### src/rtl/mem_port_arbiter_pkg.sv
// Shared definitions for the memory port arbiter: response tags, request word
// layout {addr, wdata, we} and sticky error bit positions.
package mem_port_arbiter_pkg;

  localparam logic TAG_I = 1'b0;
  localparam logic TAG_D = 1'b1;

  localparam int DATA_W = 32;
  localparam int WE_W   = 4;

  localparam int ERR_IOVF = 0;
  localparam int ERR_DOVF = 1;
  localparam int ERR_SPUR = 2;
  localparam int ERR_W    = 3;

  // Request word is {addr[aw], wdata[DATA_W], we[WE_W]}, addr in the MSBs.
  function automatic int req_width(input int aw);
    return aw + DATA_W + WE_W;
  endfunction

endpackage

### src/rtl/mem_port_arbiter_sync_fifo.sv
// Synchronous FIFO with combinational head; a push while full is accepted
// only when the same cycle pops. DEPTH must be a power of two.
module sync_fifo #(
  parameter int WIDTH = 8,
  parameter int DEPTH = 4
) (
  input  logic             clk,
  input  logic             rst,
  input  logic             push,
  input  logic [WIDTH-1:0] wdata,
  input  logic             pop,
  output logic [WIDTH-1:0] rdata,
  output logic             full,
  output logic             empty
);

  localparam int PW = (DEPTH > 1) ? $clog2(DEPTH) : 1;
  localparam logic [PW:0] FULL_CNT = DEPTH[PW:0];
  localparam logic [PW:0] CNT_ONE  = {{PW{1'b0}}, 1'b1};
  localparam logic [PW-1:0] PTR_ONE = {{(PW-1){1'b0}}, 1'b1};

  logic [PW-1:0]    wr_ptr_q, wr_ptr_d, rd_ptr_q, rd_ptr_d;
  logic [PW:0]      count_q, count_d;
  logic [WIDTH-1:0] mem_q [DEPTH];
  logic [WIDTH-1:0] mem_d [DEPTH];
  logic             do_push, do_pop;

  assign full  = (count_q == FULL_CNT);
  assign empty = (count_q == {(PW+1){1'b0}});
  assign rdata = mem_q[rd_ptr_q];

  // Next-state for pointers, occupancy and storage.
  always_comb begin
    do_pop   = pop & ~empty;
    do_push  = push & (~full | do_pop);
    wr_ptr_d = do_push ? (wr_ptr_q + PTR_ONE) : wr_ptr_q;
    rd_ptr_d = do_pop ? (rd_ptr_q + PTR_ONE) : rd_ptr_q;
    case ({do_push, do_pop})
      2'b10:   count_d = count_q + CNT_ONE;
      2'b01:   count_d = count_q - CNT_ONE;
      default: count_d = count_q;
    endcase
    mem_d = mem_q;
    mem_d[wr_ptr_q] = do_push ? wdata : mem_q[wr_ptr_q];
  end

  // Pointer and occupancy registers.
  always_ff @(posedge clk) begin
    if (!rst) begin
      wr_ptr_q <= {PW{1'b0}};
      rd_ptr_q <= {PW{1'b0}};
      count_q  <= {(PW+1){1'b0}};
    end else begin
      wr_ptr_q <= wr_ptr_d;
      rd_ptr_q <= rd_ptr_d;
      count_q  <= count_d;
    end
  end

  // Storage needs no reset: occupancy alone decides what is valid.
  always_ff @(posedge clk) begin
    mem_q <= mem_d;
  end

endmodule

### src/rtl/mem_port_arbiter.sv
// Shares one downstream memory port between fetch (I) and load/store (D):
// per-port request FIFOs, registered in-order issue, tag FIFO for response routing.
module mem_port_arbiter
  import mem_port_arbiter_pkg::*;
#(
  parameter int AW      = 32,
  parameter int DEPTH   = 4,
  parameter int MAX_OUT = 4,
  parameter int RR      = 1
) (
  input  logic          clk,
  input  logic          rst,
  input  logic          i_oe,
  input  logic [AW-1:0] i_addr,
  output logic [31:0]   i_rdata,
  output logic          i_ready,
  input  logic          d_oe,
  input  logic [AW-1:0] d_addr,
  input  logic [31:0]   d_wdata,
  input  logic [3:0]    d_we,
  output logic [31:0]   d_rdata,
  output logic          d_ready,
  output logic          m_oe,
  output logic [AW-1:0] m_addr,
  output logic [31:0]   m_wdata,
  output logic [3:0]    m_we,
  input  logic [31:0]   m_rdata,
  input  logic          m_ready,
  output logic [2:0]    err
);

  localparam int REQ_W = req_width(AW);
  localparam int OW    = $clog2(MAX_OUT + 1);
  localparam logic [OW-1:0] OUT_MAX = MAX_OUT[OW-1:0];
  localparam logic [OW-1:0] OUT_ONE = {{(OW-1){1'b0}}, 1'b1};

  logic [REQ_W-1:0] i_word, d_word, i_head, d_head, head;
  logic             i_full, i_empty, d_full, d_empty;
  logic             tag_full, tag_empty, tag_head, tag_in;
  logic             i_pop, d_pop, issue, can_issue, grant_d, resp_ok, spur;

  logic             m_oe_q, m_oe_d;
  logic [AW-1:0]    m_addr_q, m_addr_d;
  logic [31:0]      m_wdata_q, m_wdata_d;
  logic [3:0]       m_we_q, m_we_d;
  logic [OW-1:0]    out_q, out_d;
  logic             last_grant_q, last_grant_d;
  logic [ERR_W-1:0] err_q, err_d;

  assign i_word = {i_addr, {DATA_W{1'b0}}, {WE_W{1'b0}}};
  assign d_word = {d_addr, d_wdata, d_we};

  sync_fifo #(.WIDTH(REQ_W), .DEPTH(DEPTH)) u_i_fifo (
    .clk(clk), .rst(rst), .push(i_oe), .wdata(i_word), .pop(i_pop),
    .rdata(i_head), .full(i_full), .empty(i_empty)
  );

  sync_fifo #(.WIDTH(REQ_W), .DEPTH(DEPTH)) u_d_fifo (
    .clk(clk), .rst(rst), .push(d_oe), .wdata(d_word), .pop(d_pop),
    .rdata(d_head), .full(d_full), .empty(d_empty)
  );

  sync_fifo #(.WIDTH(1), .DEPTH(MAX_OUT)) u_tag_fifo (
    .clk(clk), .rst(rst), .push(issue), .wdata(tag_in), .pop(resp_ok),
    .rdata(tag_head), .full(tag_full), .empty(tag_empty)
  );

  // Arbitration, issue, outstanding tracking and sticky errors.
  always_comb begin
    resp_ok   = m_ready & ~tag_empty;
    spur      = m_ready & tag_empty;
    can_issue = ((out_q < OUT_MAX) & ~tag_full) | resp_ok;
    if (!i_empty && !d_empty) begin
      grant_d = (RR != 32'sd0) ? (last_grant_q == TAG_I) : 1'b1;
    end else begin
      grant_d = ~d_empty;
    end
    issue  = can_issue & ~(i_empty & d_empty);
    i_pop  = issue & ~grant_d;
    d_pop  = issue & grant_d;
    tag_in = grant_d ? TAG_D : TAG_I;
    head   = grant_d ? d_head : i_head;

    m_oe_d       = issue;
    m_addr_d     = issue ? head[REQ_W-1 -: AW] : m_addr_q;
    m_wdata_d    = issue ? head[WE_W +: DATA_W] : m_wdata_q;
    m_we_d       = issue ? head[WE_W-1:0] : {WE_W{1'b0}};
    last_grant_d = issue ? tag_in : last_grant_q;

    case ({issue, resp_ok})
      2'b10:   out_d = out_q + OUT_ONE;
      2'b01:   out_d = out_q - OUT_ONE;
      default: out_d = out_q;
    endcase

    err_d           = err_q;
    err_d[ERR_IOVF] = err_q[ERR_IOVF] | (i_oe & i_full & ~i_pop);
    err_d[ERR_DOVF] = err_q[ERR_DOVF] | (d_oe & d_full & ~d_pop);
    err_d[ERR_SPUR] = err_q[ERR_SPUR] | spur;
  end

  // Downstream request, grant history, outstanding count and error registers.
  always_ff @(posedge clk) begin
    if (!rst) begin
      m_oe_q       <= 1'b0;
      m_addr_q     <= {AW{1'b0}};
      m_wdata_q    <= {DATA_W{1'b0}};
      m_we_q       <= {WE_W{1'b0}};
      out_q        <= {OW{1'b0}};
      last_grant_q <= TAG_I;
      err_q        <= {ERR_W{1'b0}};
    end else begin
      m_oe_q       <= m_oe_d;
      m_addr_q     <= m_addr_d;
      m_wdata_q    <= m_wdata_d;
      m_we_q       <= m_we_d;
      out_q        <= out_d;
      last_grant_q <= last_grant_d;
      err_q        <= err_d;
    end
  end

  assign m_oe    = m_oe_q;
  assign m_addr  = m_addr_q;
  assign m_wdata = m_wdata_q;
  assign m_we    = m_we_q;
  assign err     = err_q;

  // Responses follow the tag at the head; a response with no tag is dropped.
  assign i_ready = resp_ok & (tag_head == TAG_I);
  assign d_ready = resp_ok & (tag_head == TAG_D);
  assign i_rdata = m_rdata;
  assign d_rdata = m_rdata;

endmodule
### config.mk
export PLATFORM = sky130hd
export DESIGN_NAME = mem_port_arbiter
export DESIGN_NICKNAME = d
export VERILOG_FILES = /design/src/rtl/mem_port_arbiter_pkg.sv /design/src/rtl/mem_port_arbiter_sync_fifo.sv /design/src/rtl/mem_port_arbiter.sv
export SDC_FILE = /design/constraint.sdc
export NUM_CORES = 1
export LEC_CHECK = 0
export BUFFER_PORTS_ARGS = -buffer_cell sky130_fd_sc_hd__buf_2
export CAP_MARGIN = 5
export CORE_MARGIN = 3
export CORE_UTILIZATION = 35
export CTS_CLUSTER_DIAMETER = 30
export DETAILED_ROUTE_END_ITERATION = 16
export PLACE_DENSITY = 0.56
export SLEW_MARGIN = 20
export SYNTH_ARGS = -nofsm -noshare
export SYNTH_HDL_FRONTEND = slang
export SYNTH_HIERARCHICAL = 1
export SYNTH_SLANG_ARGS = --single-unit
export TNS_END_PERCENT = 1
### constraint.sdc
create_clock -name clk -period 3.2 [get_ports clk]
set_input_delay 0.16 -clock clk [delete_from_list [all_inputs] [get_ports clk]]
set_output_delay 0.16 -clock clk [all_outputs]
set_load 0.05 [all_outputs]
==> results of run 1 <==
==> synth_stat cells, types with 4 or more instances <==
cell type  count
a21oi_1        9
a221o_1       64
and2_1        73
buf_2         18
buf_4         72
buf_6         23
clkbuf_1      50
dfxtp_1       97
edfxtp_1     548
fa_1           4
ha_1          14
inv_1         22
inv_2          4
mux2_2       136
mux2i_1       10
mux4_2       274
nand2_1       18
nor2_1        26
nor3_1         8
o21ai_0        4
xnor2_1        4
xor2_1        12
==> area by class of cell <==
| cell class | count | area [um^2] | area share, % |
|---|---|---|---|
| clock inverter | 86 | 986 | 2.65 |
| sequential | 645 | 18400 | 49.5 |
| inverter | 26 | 97.6 | 0.262 |
| tap | 1070 | 1340 | 3.60 |
| antenna | 2 | 5.00 | 0.0134 |
| timing repair buffer | 334 | 2550 | 6.85 |
| clock buffer | 165 | 3640 | 9.79 |
| multi-input combinational | 725 | 10200 | 27.3 |
==> sequential cells by signal, summed over array words and instances, names as in the netlist, 4 cells and up <==
register          count
u_i_fifo/mem_q      272
u_tag_fifo/mem_q      4
u_d_fifo/mem_q      272
m_wdata              32
m_addr               32
m_we                  4
==> stage by stage <==
step                      utilization [%]  total power, W  area, um^2  worst slack, ns  std cells
after floorplan                         -          0.0182       29700            0.270       1563
after global placement               38.1          0.0202       31500            0.256       2695
after detailed placement             38.1          0.0205       31500            0.172       2695
after CTS                            45.0          0.0346       37200            0.129       3051
after global routing                 45.0          0.0357       37200           0.0144       3052
final                                45.0          0.0343       37200            0.255       3053
==> repair_timing <==
action | 4_1_cts | 5_1_grt
gates resized for setup | 0 | 2
buffers inserted | 0 | 0
setup endpoints to repair | 0 | 6
endpoints found under the hold margin | 413 | 0
hold buffers | 105 | 0
==> per-layer routing <==
layer	vias to the layer above	global-route usage [%]
li1	6993	-
met1	8563	23.9
met2	484	27.2
met3	182	4.05
met4	0	6.63
met5	-	0
==> path summary, 6_finish.rpt <==
path / startpoint / end
setup / recovery: u_tag_fifo/count_q[0]$_SDFFE_PN0P_ / u_i_fifo/mem_q[116]$_DFFE_PP_
hold / removal: m_rdata[10] / d_rdata[10]
setup reg to reg: u_tag_fifo/count_q[0]$_SDFFE_PN0P_ / u_i_fifo/mem_q[116]$_DFFE_PP_
hold reg to reg: err[0]$_SDFF_PN0_ / err[0]$_SDFF_PN0_
==> worst reg2reg max path: stages (launching register included) <==
cell,delay (ns)
dfxtp_1,0.39
nor3_1,0.29
nand2b_4,0.22
inv_1,0.06
nor2_1,0.37
nor3_2,0.17
o41ai_4,0.32
buf_12,0.39
mux2_2,0.48
==> cell families after synthesis <==
kind of cell | count (synthesis) | synth area share, %
adders and majority gates | 18 | 0.865
and+or+nand+nor | 137 | 2.59
AOI/OAI and AO/OA | 97 | 3.22
buffers and inverters | 193 | 4.04
DFF | 645 | 62.3
xor gates and xnor gates | 16 | 0.475
other | 1 | 0.0127
muxes | 421 | 26.5
==> power groups by stage <==
stage | combinational [W] | sequential, W | clock, W
CTS | 0.00820 | 0.0123 | 0.0142
global route | 0.00864 | 0.0124 | 0.0146
finish | 0.00811 | 0.0122 | 0.0139
detailed placement | 0.00806 | 0.0124 | 0
floorplan | 0.00471 | 0.0134 | 0
global placement | 0.00792 | 0.0123 | 0
==> results.yml, run 1 <==
drt:
  top_layer: "met4"
  viasPerCell: 5.31
  wl_met3_um: 4700
  vias: 16222
  drt-wirelength-per-cell_um: 24.9
  drtPass1Iterations: 6
  wl_met2_um: 36200
  drtIter0Drc: 1390
  ant_nets: 0
  met1_length_um: 32900
  routed_wl_um: 76000
  drc_errors: 0
floorplan:
  initial_utilization_pct: 35.7
  die_x_um: 296
  die_height_um: 296
  dieArea_um2: 87900
  core_um2: 82800
  rows: 105
  ios: 275
logic_synthesis:
  ys_top_cells_by_area: "edfxtp_1 (56%), mux4_2 (21%), dfxtp_1 (6.6%), mux2_2 (5.2%), a221o_1 (2.2%)"
  async_flop_share_pct: 0
  syn_inst: 1528
  syn_area_per_cell_um2: 19.3
  synth-edff-count: 548
  synth_top_area_share_pct: 55.7
  synthFlopType: "edfxtp_1"
  synth_seq_cells: 645
  ys_types: 44
  post_synth_instance_area_um2: 29500
  seq_area_frac_synth_pct: 62.3
  synth_top_cell_by_area: "edfxtp_1"
  yosysWarnings: 6
power_and_ir_drop:
  p_sw_w: 0.0103
  clock_power_share_pct: 40.6
  p_int_w: 0.0240
  irDropWorstVdd_mv: 0.474
  seqPwrFrac_pct: 35.7
  p_per_area_nw_per_um2: 920
  power.leakage_nw: 12.8
  swShare_pct: 30.0
  p_comb_share_pct: 23.7
timing:
  rsz0062_at_grt: "false"
  tns_ns: 0
  finalSetupViolations: 0
  fmax_mhz: 340
  whs_ns: 0.320
  finalClockSkew_ns: 0.0223
  fin_crit_sh_pct: 92.0
  worst_slew_pin_slew_ns: 0.930
  slew_violations: 0
  hold_violations: 0
  period_needed_ns: 2.94
  slew_headroom_pct: 38.0
grt:
  grt_max_degree: 65
  antenna_found_initial: 4
  grt_use_total_pct: 17.5
  first_global_vias: 17381
  overflow: 0
  grt_pass1_wl_um: 113000
placement:
  place_congestion: 0.741
  hpwlAfterDp_um: 48300
  port_buffers: 178
critical_path:
  cp_slowest_cell: "mux2_2"
  path_cells: "nor3_1, nand2b_4, inv_1, nor2_1, nor3_2, o41ai_4, buf_12, mux2_2"
  cpPeakStageDelay_ns: 0.42
  critical_path_depth: 8
  r2r_slack_ns: 0.26
  worstSetupEndpointType: "flop"
  critical_path.max_fanout: 55
  r2r_cells: 8
  path_buf_inv: 2
  critical_path_class: "reg -> reg"
  critical_path_arrival_ns: 3.36
  worstPathRequired_ns: 3.61
  critPathTopFamily: "simple AND/OR/NAND/NOR gates"
  crit_path_start_kind: "flop"
run:
  max-cap-violations: 0
worst_hold_path:
  hold_path_class: "in -> out"
  hold_depth: 0
cells_and_area:
  mostFrequentLayoutCells: "edfxtp_1 (548), mux4_2 (274), buf_2 (178)"
  final_common_cell: "edfxtp_1"
  final.fill_count: 7048
  nNetsFinal: 2023
  synthToLayoutAreaGrowth_pct: 26.1
  post_route_cells_drive_above_1_share_pct: 45.4
clock_tree:
  clockBufferDepth: 3
  cts_tree: "done"
  cts_sinks: 645
  insertion_delay_ns: 0.70
  clk_pin_slew_ns: 0.05
  cts-root-buf: "clkbuf_16"
  htree_levels: 4
  cts_made_buffers: 136
status:
  outcome: "complete, no violations"
Note: power is estimated with default switching activity, not from simulation.
==> run 2: changes to the inputs <==
--- a/config.mk
+++ b/config.mk
@@ -11,7 +11,7 @@
 export CORE_UTILIZATION = 35
 export CTS_CLUSTER_DIAMETER = 30
 export DETAILED_ROUTE_END_ITERATION = 16
-export PLACE_DENSITY = 0.56
+export PLACE_DENSITY = 0.59
 export SLEW_MARGIN = 20
 export SYNTH_ARGS = -nofsm -noshare
 export SYNTH_HDL_FRONTEND = slang
==> run 2 against run 1 <==
  * Total power is 3.8% lower
  * Setup slack got worse by 0.014 ns
  * Flip-flop and latch count unchanged
  * Die area did not move
  * Register-to-register slack is essentially flat
==> results.yml, run 2 (synthesized netlist as in run 1, its figures left out) <==
drt:
  met1_length_um: 32300
  drtPass1Iterations: 5
  wl_met3_um: 4480
  drtIter0Drc: 1252
  drt-wirelength-per-cell_um: 24.4
  routed_wl_um: 74200
  drc_errors: 0
  vias: 16062
  ant_nets: 0
  viasPerCell: 5.29
  wl_met2_um: 35100
  top_layer: "met4"
critical_path:
  critical_path_class: "reg -> reg"
  r2r_slack_ns: 0.24
  r2r_cells: 9
  critical_path.max_fanout: 24
  r2r_start: "u_tag_fifo/count_q[0]$_SDFFE_PN0P_"
  cp-startpoint: "u_tag_fifo/count_q[0]$_SDFFE_PN0P_"
  critical_path_arrival_ns: 3.34
  crit_path_start_kind: "flop"
  worstSetupEndpointType: "flop"
  worstPathRequired_ns: 3.58
timing:
  slew_headroom_pct: 28.7
  tns_ns: 0
  finalClockSkew_ns: 0.0309
  worst_slew_pin_slew_ns: 1.06
  fin_crit_sh_pct: 92.5
  rsz0062_at_grt: "false"
  finalSetupViolations: 0
  hold_violations: 0
  slew_violations: 0
  fmax_mhz: 338
  period_needed_ns: 2.96
run:
  max-cap-violations: 0
placement:
  dp_cells: 2702
  place_congestion: 0.753
  placed_cell_area_um2: 31700
  port_buffers: 178
  hpwlAfterDp_um: 47600
clock_tree:
  insertion_delay_ns: 0.66
  clockBufferDepth: 3
  clk_pin_slew_ns: 0.05
  cts_tree: "done"
  htree_levels: 3
  cts_sinks: 645
  cts-root-buf: "clkbuf_16"
  cts_made_buffers: 120
grt:
  overflow: 0
  grt_pass1_wl_um: 110000
  first_global_vias: 17178
  antenna_found_initial: 4
  grt_use_total_pct: 16.9
  grt_max_degree: 65
power_and_ir_drop:
  p_sw_w: 0.00986
  irDropWorstVdd_mv: 0.490
  p_comb_share_pct: 24.6
  clock_power_share_pct: 38.2
  seqPwrFrac_pct: 37.2
  p_per_area_nw_per_um2: 895
  power.leakage_nw: 12.6
  p_int_w: 0.0231
  swShare_pct: 29.9
cells_and_area:
  regArea_um2: 18400
  post_route_cells_drive_above_1_share_pct: 44.9
  mostFrequentLayoutCells: "edfxtp_1 (548), mux4_2 (274), buf_2 (178)"
  synthToLayoutAreaGrowth_pct: 24.9
  nNetsFinal: 2014
  multi_input_area_um2: 10200
  final_common_cell: "edfxtp_1"
  final.fill_count: 7139
  top_regs: "u_d_fifo/mem_q (272), u_i_fifo/mem_q (272)"
  fin_area_um2: 36900
  instances_no_fill: 3036
worst_hold_path:
  hold_start: "m_rdata[20]"
  hold_path_class: "in -> out"
  hold_depth: 0
floorplan:
  die_height_um: 296
  ios: 275
  initial_utilization_pct: 35.7
  rows: 105
  dieArea_um2: 87900
  die_x_um: 296
  core_um2: 82800
status:
  outcome: "complete, no violations"
-- run 2: path summary, 6_finish.rpt --
kind,endpoint
worst max-delay path,u_d_fifo/mem_q[93]$_DFFE_PP_
worst min-delay path,d_rdata[20]
worst max register to register,u_d_fifo/mem_q[93]$_DFFE_PP_
worst min register to register,err[0]$_SDFF_PN0_
-- run 2: area by class of cell --
type	count	area share, %
diodes	3	0.0204
repair buffers	341	7.30
flip-flops and latches	645	50.0
multi-input cells	725	27.6
well taps	1070	3.63
clock inverters	83	2.50
inverters	26	0.265
clock buffers	143	8.68
-- run 2: power by group through the flow --
stage	registers (W)	clock network, W	logic, W
floorplan	0.0134	0	0.00471
global placement	0.0123	0	0.00789
detailed placement	0.0124	0	0.00804
CTS	0.0123	0.0128	0.00819
global route	0.0125	0.0132	0.00861
finish	0.0123	0.0126	0.00811
-- run 2: timing repair --
item / in CTS / in global routing
resized for setup: 0 / 2
buffers inserted: 0 / 0
endpoints found under the setup margin: 0 / 4
hold buffers: 105 / 0
endpoints found under the hold margin: 407 / 0
-- run 2: critical path, stage by stage (launching register included) --
cell      delay (ns)
dfxtp_1         0.39
nor3_1          0.29
nand2b_4        0.22
inv_1           0.06
nor2_1          0.36
nor3_2          0.17
o41ai_4         0.29
buf_12          0.25
buf_4           0.24
mux2_2          0.39
-- run 2: per-stage QoR --
step / hold slack (ns) / setup slack, ns / total power [W] / util [%]
final: 0.320 / 0.241 / 0.0330 / 44.5
after global routing: 0.320 / 0.0207 / 0.0343 / 44.5
after detailed placement: 0.321 / 0.147 / 0.0205 / 38.3
after CTS: 0.321 / 0.0905 / 0.0333 / 44.5
after floorplan: 0.276 / 0.270 / 0.0182 / -
after global placement: 0.321 / 0.274 / 0.0202 / 38.3
-- run 2: layer usage --
| metal | global-route usage [%] | vias to the layer above |
|---|---|---|
| li1 | - | 6955 |
| met2 | 26.4 | 494 |
| met4 | 6.68 | 0 |
| met5 | 0 | - |
| met3 | 3.21 | 164 |
| met1 | 23.4 | 8449 |
